**src/rtl/dma_pkg.sv**
```systemverilog
// Shared DMA types: descriptor, error and status records plus the chain FSM state encoding.
package dma_pkg;

    typedef struct packed {
        logic [31:0] src_addr;
        logic [31:0] dst_addr;
        logic [31:0] num_bytes;
    } s_dma_desc_t;

    typedef struct packed {
        logic        valid;
        logic [1:0]  err_type;
        logic [31:0] addr;
    } s_dma_error_t;

    typedef struct packed {
        logic active;
        logic done;
        logic error;
    } s_dma_status_t;

    typedef enum logic [1:0] {IDLE, RUN, DRAIN, DONE} dma_chain_st_t;

    // The AXI error outranks the read streamer, which outranks the write streamer.
    function automatic s_dma_error_t pick_first_err(input s_dma_error_t axi_err,
                                                    input s_dma_error_t rd_err,
                                                    input s_dma_error_t wr_err);
        if (axi_err.valid)     return axi_err;
        else if (rd_err.valid) return rd_err;
        else                   return wr_err;
    endfunction

endpackage

```
**src/rtl/dma_desc_fifo.sv**
```systemverilog
// Descriptor queue with push/pop/flush and a combinationally visible head entry.
module dma_desc_fifo #(
    parameter int  DEPTH = 4,
    parameter type T     = logic [7:0]
) (
    input  logic                       clk,
    input  logic                       rstn,
    input  logic                       push,
    input  logic                       pop,
    input  logic                       flush,
    input  T                           din,
    output T                           head,
    output logic [$clog2(DEPTH+1)-1:0] count,
    output logic                       full,
    output logic                       empty
);

    localparam int PW = $clog2(DEPTH);
    localparam int CW = $clog2(DEPTH+1);

    T                mem [DEPTH];
    logic [PW-1:0]   rd_ptr;
    logic [PW-1:0]   wr_ptr;
    logic [CW-1:0]   cnt;
    logic            push_ok;
    logic            pop_ok;

    assign full    = (cnt == CW'(DEPTH));
    assign empty   = (cnt == '0);
    assign push_ok = push && !full;
    assign pop_ok  = pop && !empty;
    assign head    = mem[rd_ptr];
    assign count   = cnt;

    always_ff @(posedge clk) begin
        if (push_ok) mem[wr_ptr] <= din;
    end

    // A flush drops the queued entries but keeps a descriptor accepted in the same cycle.
    always_ff @(posedge clk) begin
        if (!rstn) begin
            rd_ptr <= '0;
            wr_ptr <= '0;
            cnt    <= '0;
        end else begin
            if (push_ok) wr_ptr <= wr_ptr + PW'(1);
            if (flush) begin
                rd_ptr <= wr_ptr;
                cnt    <= push_ok ? CW'(1) : '0;
            end else begin
                if (pop_ok) rd_ptr <= rd_ptr + PW'(1);
                cnt <= cnt + CW'(push_ok) - CW'(pop_ok);
            end
        end
    end

endmodule

```
**src/rtl/dma_chain_fsm.sv**
```systemverilog
// Chained-descriptor DMA control FSM. Define DMA_CHAIN_ABORT_EN to add the dma_abort_i port.
module dma_chain_fsm
    import dma_pkg::*;
#(
    parameter int DESC_DEPTH  = 4,
    parameter int CNT_W       = 16,
    parameter bit STOP_ON_ERR = 1'b1
) (
    input  logic                            clk,
    input  logic                            rstn,
    input  logic                            desc_valid_i,
    output logic                            desc_ready_o,
    input  s_dma_desc_t                     desc_i,
    input  logic                            dma_go_i,
    output s_dma_status_t                   dma_stats_o,
    output s_dma_error_t                    dma_error_o,
    output logic [$clog2(DESC_DEPTH+1)-1:0] desc_cnt_o,
    output logic [CNT_W-1:0]                desc_done_cnt_o,
    input  logic                            axi_pend_txn_i,
    input  s_dma_error_t                    axi_txn_err_i,
    output logic                            clear_dma_o,
    output logic                            dma_active_o,
    output s_dma_desc_t                     cur_desc_o,
    output logic                            dma_stream_rd_valid_o,
    input  logic                            dma_stream_rd_done_i,
    input  s_dma_error_t                    dma_stream_rd_err_i,
    output logic                            dma_stream_wr_valid_o,
    input  logic                            dma_stream_wr_done_i,
`ifdef DMA_CHAIN_ABORT_EN
    input  logic                            dma_abort_i,
`endif
    input  s_dma_error_t                    dma_stream_wr_err_i
);

    localparam int QW = $clog2(DESC_DEPTH+1);

    dma_chain_st_t   state, next_state;
    s_dma_desc_t     head;
    s_dma_error_t    err_q;
    logic [QW-1:0]   q_cnt;
    logic [CNT_W-1:0] done_cnt;
    logic            q_full, q_empty;
    logic            push, pop, flush;
    logic            rd_done_ff, wr_done_ff;
    logic            rd_cmp, wr_cmp, has_bytes;
    logic            err_lock, err_hpn, go_clr, cnt_inc;

    assign desc_ready_o = !q_full;
    assign push         = desc_valid_i && !q_full;

    dma_desc_fifo #(
        .DEPTH (DESC_DEPTH),
        .T     (s_dma_desc_t)
    ) u_fifo (
        .clk   (clk),
        .rstn  (rstn),
        .push  (push),
        .pop   (pop),
        .flush (flush),
        .din   (desc_i),
        .head  (head),
        .count (q_cnt),
        .full  (q_full),
        .empty (q_empty)
    );

    assign has_bytes = (head.num_bytes != '0);
    assign rd_cmp    = rd_done_ff || dma_stream_rd_done_i || !has_bytes;
    assign wr_cmp    = wr_done_ff || dma_stream_wr_done_i || !has_bytes;
    assign err_hpn   = (axi_txn_err_i.valid || dma_stream_rd_err_i.valid || dma_stream_wr_err_i.valid)
                       && ((state == RUN) || (state == DRAIN));

    always_comb begin
        next_state            = state;
        pop                   = 1'b0;
        flush                 = 1'b0;
        go_clr                = 1'b0;
        cnt_inc               = 1'b0;
        clear_dma_o           = 1'b0;
        dma_stream_rd_valid_o = 1'b0;
        dma_stream_wr_valid_o = 1'b0;
        case (state)
            IDLE: begin
                if (dma_go_i) begin
                    go_clr     = 1'b1;
                    next_state = q_empty ? DRAIN : RUN;
                end
            end
            RUN: begin
                dma_stream_rd_valid_o = has_bytes && !rd_done_ff;
                dma_stream_wr_valid_o = has_bytes && !wr_done_ff;
`ifdef DMA_CHAIN_ABORT_EN
                if (dma_abort_i) begin
                    flush      = 1'b1;
                    next_state = DRAIN;
                end else
`endif
                if (STOP_ON_ERR && err_hpn) begin
                    flush      = 1'b1;
                    next_state = DRAIN;
                end else if (rd_cmp && wr_cmp) begin
                    pop        = 1'b1;
                    cnt_inc    = 1'b1;
                    next_state = ((q_cnt > QW'(1)) || push) ? RUN : DRAIN;
                end
            end
            DRAIN: begin
                if (!axi_pend_txn_i) next_state = DONE;
            end
            DONE: begin
                if (!dma_go_i) begin
                    clear_dma_o = 1'b1;
                    next_state  = IDLE;
                end
            end
            default: next_state = IDLE;
        endcase
    end

    always_ff @(posedge clk) begin
        if (!rstn) begin
            state      <= IDLE;
            rd_done_ff <= 1'b0;
            wr_done_ff <= 1'b0;
            err_lock   <= 1'b0;
            err_q      <= '0;
            done_cnt   <= '0;
        end else begin
            state <= next_state;
            if ((state != RUN) || pop || flush) begin
                rd_done_ff <= 1'b0;
                wr_done_ff <= 1'b0;
            end else begin
                if (dma_stream_rd_done_i) rd_done_ff <= 1'b1;
                if (dma_stream_wr_done_i) wr_done_ff <= 1'b1;
            end
            // Only the first error after a go is kept; the lock holds it until the next go.
            if (go_clr) begin
                err_q    <= '0;
                err_lock <= 1'b0;
                done_cnt <= '0;
            end else begin
                if (err_hpn && !err_lock) begin
                    err_q    <= pick_first_err(axi_txn_err_i, dma_stream_rd_err_i, dma_stream_wr_err_i);
                    err_lock <= 1'b1;
                end
                if (cnt_inc) done_cnt <= done_cnt + CNT_W'(1);
            end
        end
    end

    assign dma_active_o       = (state == RUN) || (state == DRAIN);
    assign dma_stats_o.active = dma_active_o;
    assign dma_stats_o.done   = (state == DONE);
    assign dma_stats_o.error  = err_q.valid;
    assign dma_error_o        = err_q;
    assign desc_cnt_o         = q_cnt;
    assign desc_done_cnt_o    = done_cnt;
    assign cur_desc_o         = q_empty ? '0 : head;

endmodule

```
**config.mk**
```make
export PLATFORM = sky130hd
export DESIGN_NAME = dma_chain_fsm
export DESIGN_NICKNAME = d
export VERILOG_FILES = /design/src/rtl/dma_pkg.sv /design/src/rtl/dma_desc_fifo.sv /design/src/rtl/dma_chain_fsm.sv
export SDC_FILE = /design/constraint.sdc
export NUM_CORES = 1
export LEC_CHECK = 0
export BUFFER_PORTS_ARGS = -buffer_cell sky130_fd_sc_hd__buf_2
export CAP_MARGIN = 20
export CORE_MARGIN = 2
export CORE_UTILIZATION = 25
export CTS_BUF_LIST = sky130_fd_sc_hd__clkbuf_8
export CTS_CLUSTER_DIAMETER = 50
export DETAILED_ROUTE_END_ITERATION = 8
export PLACE_DENSITY = 0.49
export SETUP_SLACK_MARGIN = 0.3
export SLEW_MARGIN = 5
export SYNTH_ARGS = -nofsm -noshare
export SYNTH_HDL_FRONTEND = slang
export SYNTH_SLANG_ARGS = --single-unit
```
**constraint.sdc**
```tcl
create_clock -name clk -period 6.93 [get_ports clk]
set_input_delay 0.693 -clock clk [delete_from_list [all_inputs] [get_ports clk]]
set_output_delay 0.693 -clock clk [all_outputs]
set_load 0.02 [all_outputs]
```
==> impl_metrics.csv <==
group,metric,value,unit
synthesis,syn-num-nets,1307,
finish,synthToLayoutAreaGrowth,25.3,%
sta,skew,0.0320,ns
finish,final_nets,1709,
pwr,p_leak,8.27,nW
place,io_buffer_count,365,
pwr,p_per_area,392,nW/um^2
finish,drive_gt1_share,38.4,%
clock_network,insertion_delay,0.65,ns
die,row_count,98,
setup_path,crit_type,"flop to primary output",
die,die_h,273,um
sta,finalWorstSetupSlack,1.88,ns
pwr,p_seq_share,38.8,%
synthesis,synth-seq-cells,449,
sta,worst_slew_pin_slew,0.986,ns
sta,fin_crit,5.05,ns
detailed_routing,vias_per_cell,4.36,
place,dp.cells,2351,
pwr,power_switching_share,36.4,%
setup_path,r2r_slack,2.51,ns
finish,fin_cells,2512,
clock_network,cts_tree,"done",
pwr,power_frac_comb,33.0,%
sta,drv_slew,0,
setup_path,crit_slowest_cell,"dfxtp_4",
clock_network,cts_root_buf,"clkbuf_8",
synthesis,ys_types,39,
grt,grt_pass1_vias,11300,
die,start_util,25.3,%
setup_path,critical_path.top_delay_family,"simple AND/OR/NAND/NOR gates",
synthesis,syn_area_per_cell,16.6,sq um
finish,utilization,31.7,%
pwr,p_sw,0.00324,W
setup_path,cp_num_cells,6,
detailed_routing,wl_per_cell,20.2,um
synthesis,synth_cells,1086,
setup_path,crit_chain,"mux4_2 -> nor4_1 -> nand4_1 -> o21ai_0 -> nor2_1 -> buf_2",
setup_path,rr_worst_depth,12,
detailed_routing,postRouteAntennaNets,0,
sta,rsz0062_at_grt,"no",
min_path,min_from,"desc_i[56]",
pwr,finalPower,0.00889,W
synthesis,synth_edf_count,384,
synthesis,async_flop_share,0,%
die,ios,366,
sta,slew_headroom,34.3,%
grt,grt_pass1_wl,72.7,mm
setup_path,cp_slowest_stage_delay,0.90,ns
sta,period_share,72.9,%
grt,grt_use_total,13.3,%
clock_network,htreeDepth,3,
grt,gr-total-overflow,0,
detailed_routing,drt-initial-drc-count,630,
synthesis,synth-seq-area-share,71.0,%
pwr,power.share.clock,28.2,%
die,core_area,71500,sq um
place,dp_hpwl,34.0,mm
setup_path,cp.buffers_inverters,1,
synthesis,synth_warnings,0,
setup_path,worstPathRequired,6.24,ns
pwr,peakVddDrop,0.243,mV
clock_network,clk_transition_reported_paths,0.06,ns
synthesis,netlist_area,18100,sq um
place,place_worst_setup_slack,2.37,ns
grt,antenna_found_initial,29,
setup_path,crit_path_end_kind,"primary output",
clock_network,cts_sinks,449,
sta,finalHoldViolations,0,
setup_path,critPathMaxFanout,40,
flow_run,maxCapViolCount,0,
clock_network,cts_buffers,85,
detailed_routing,drc,0,
clock_network,clk_path_buf_depth,3,
place,gp_congestion,0.858,
setup_path,critical_path_arrival,4.36,ns
clock_network,hold_buffers,0,
setup_path,worstSetupStartpointType,"flop",
sta,setup_tns,0,ns
clock_network,postCtsSetupRepairBufs,0,
sta,report.final.setup_viol,0,
status,status,"finished clean",
detailed_routing,vias,10900,
min_path,hp-class,"input pin to flop",
die,dieWidth,273,um
detailed_routing,routed_wl,50.8,mm
setup_path,timing.rr.end,"u_fifo.count[2]",
min_path,hold_depth,1,
synthesis,ys.flop_type,"edfxtp_1",
pwr,power.internal,0.00565,W
min_path,holdPathEnd,"u_fifo.mem[3][56]",
die,fp.dieArea,74400,sq um
clock_network,cts_resized,0,
sta,clock.fmax,198,MHz
detailed_routing,first_pass_iters,5,
grt,grt_max_degree,75,
==> flip-flops by register name, indices dropped and copies added, names as in the netlist, named ones only <==
name,flops
u_fifo.mem,384
dma_error_o,35
desc_done_cnt_o,16
u_fifo.count,3
state,2
u_fifo.rd_ptr,2
u_fifo.wr_ptr,2
err_lock,1
rd_done_ff,1
wr_done_ff,1
==> final cells by class <==
| cell class | instances | area [sq um] |
|---|---|---|
| multi-input combinational | 559 | 4940 |
| tap | 950 | 1190 |
| inverter | 11 | 41.3 |
| clock inverter | 69 | 457 |
| antenna | 4 | 10.0 |
| clock buffer | 88 | 1210 |
| sequential | 449 | 12800 |
| timing repair buffer | 382 | 1950 |
| fill | 7184 | 48800 |
==> synth_stat cells, drive strengths merged (2+ instances only) <==
library cell    n  area [sq um]
nor2b         100           626
and2            6          37.5
mux2i          43           430
ha             12           150
dfxtp          65          1300
nand2b          8          50.1
and4            3          26.3
or4             8          60.1
nand4           4          25.0
nand3           6          30.0
a31oi           5          31.3
nand2          25          93.8
and3            7          43.8
buf            21           110
o21a            2          15.0
clkbuf         46           173
edfxtp        384         11500
inv            11          41.3
xnor2           2          17.5
nor4           10          62.6
o31ai           8          60.1
o21ai           8          40.0
nor3            8          40.0
a41o            2          20.0
mux4           96          2160
o211a           2          20.0
nor2          108           405
a21oi          78           390
==> metal layers <==
metal	global-route usage, %	share of wire, %	routed length (um)
met2	22.2	48	24300
met4	4.22	2.8	1410
met5	0	0.28	143
met1	15.5	40	20200
met3	5.50	9.4	4770
==> worst max path at each step <==
| stage | from | end |
|---|---|---|
| 2_1_floorplan | u_fifo.count[1] | u_fifo.mem[1][0] |
| 3_3_place_gp | flop | u_fifo.count[2] |
| 3_5_place_dp | flop | u_fifo.count[2] |
| 4_1_cts | flop | dma_stream_wr_valid_o |
| 5_1_grt | flop | dma_stream_wr_valid_o |
| 6_report | flop | dma_stream_wr_valid_o |
==> metrics by stage <==
stage | instance area, sq um | hold slack [ns]
final | 22600 | 0.232
after detailed placement | 21000 | 0.470
after global routing | 22600 | 0.154
after global placement | 21000 | 0.461
after floorplan | 18100 | 0.432
after CTS | 22600 | 0.146
==> layout by cell type, fill, tap and decap left out, drive strengths merged, types with 43 or more instances in the layout <==
cell type  Yosys  final
edfxtp       384    384
inv           11     45
mux4          96     96
clkbuf        46     88
nor2         108    108
nor2b        100    100
dfxtp         65     65
buf           21    382
mux2i         43     43
a21oi         78     78
==> power groups by stage <==
stage               clock network, W  logic, W  registers (W)
floorplan                          0   0.00189        0.00349
global placement                   0   0.00303        0.00350
detailed placement                 0   0.00302        0.00352
CTS                          0.00261   0.00304        0.00346
global route                 0.00273   0.00319        0.00349
finish                       0.00251   0.00293        0.00345
==> cell families after synthesis <==
| family | after synthesis | synth area share [%] |
|---|---|---|
| mux | 139 | 14.3 |
| buf+inv | 78 | 1.79 |
| compound gates | 111 | 3.46 |
| flops | 449 | 71.0 |
| xor+xnor | 2 | 0.0970 |
| simple gates | 294 | 8.34 |
| fa+ha+maj | 13 | 0.942 |
Note: power is estimated with default switching activity, not from simulation.
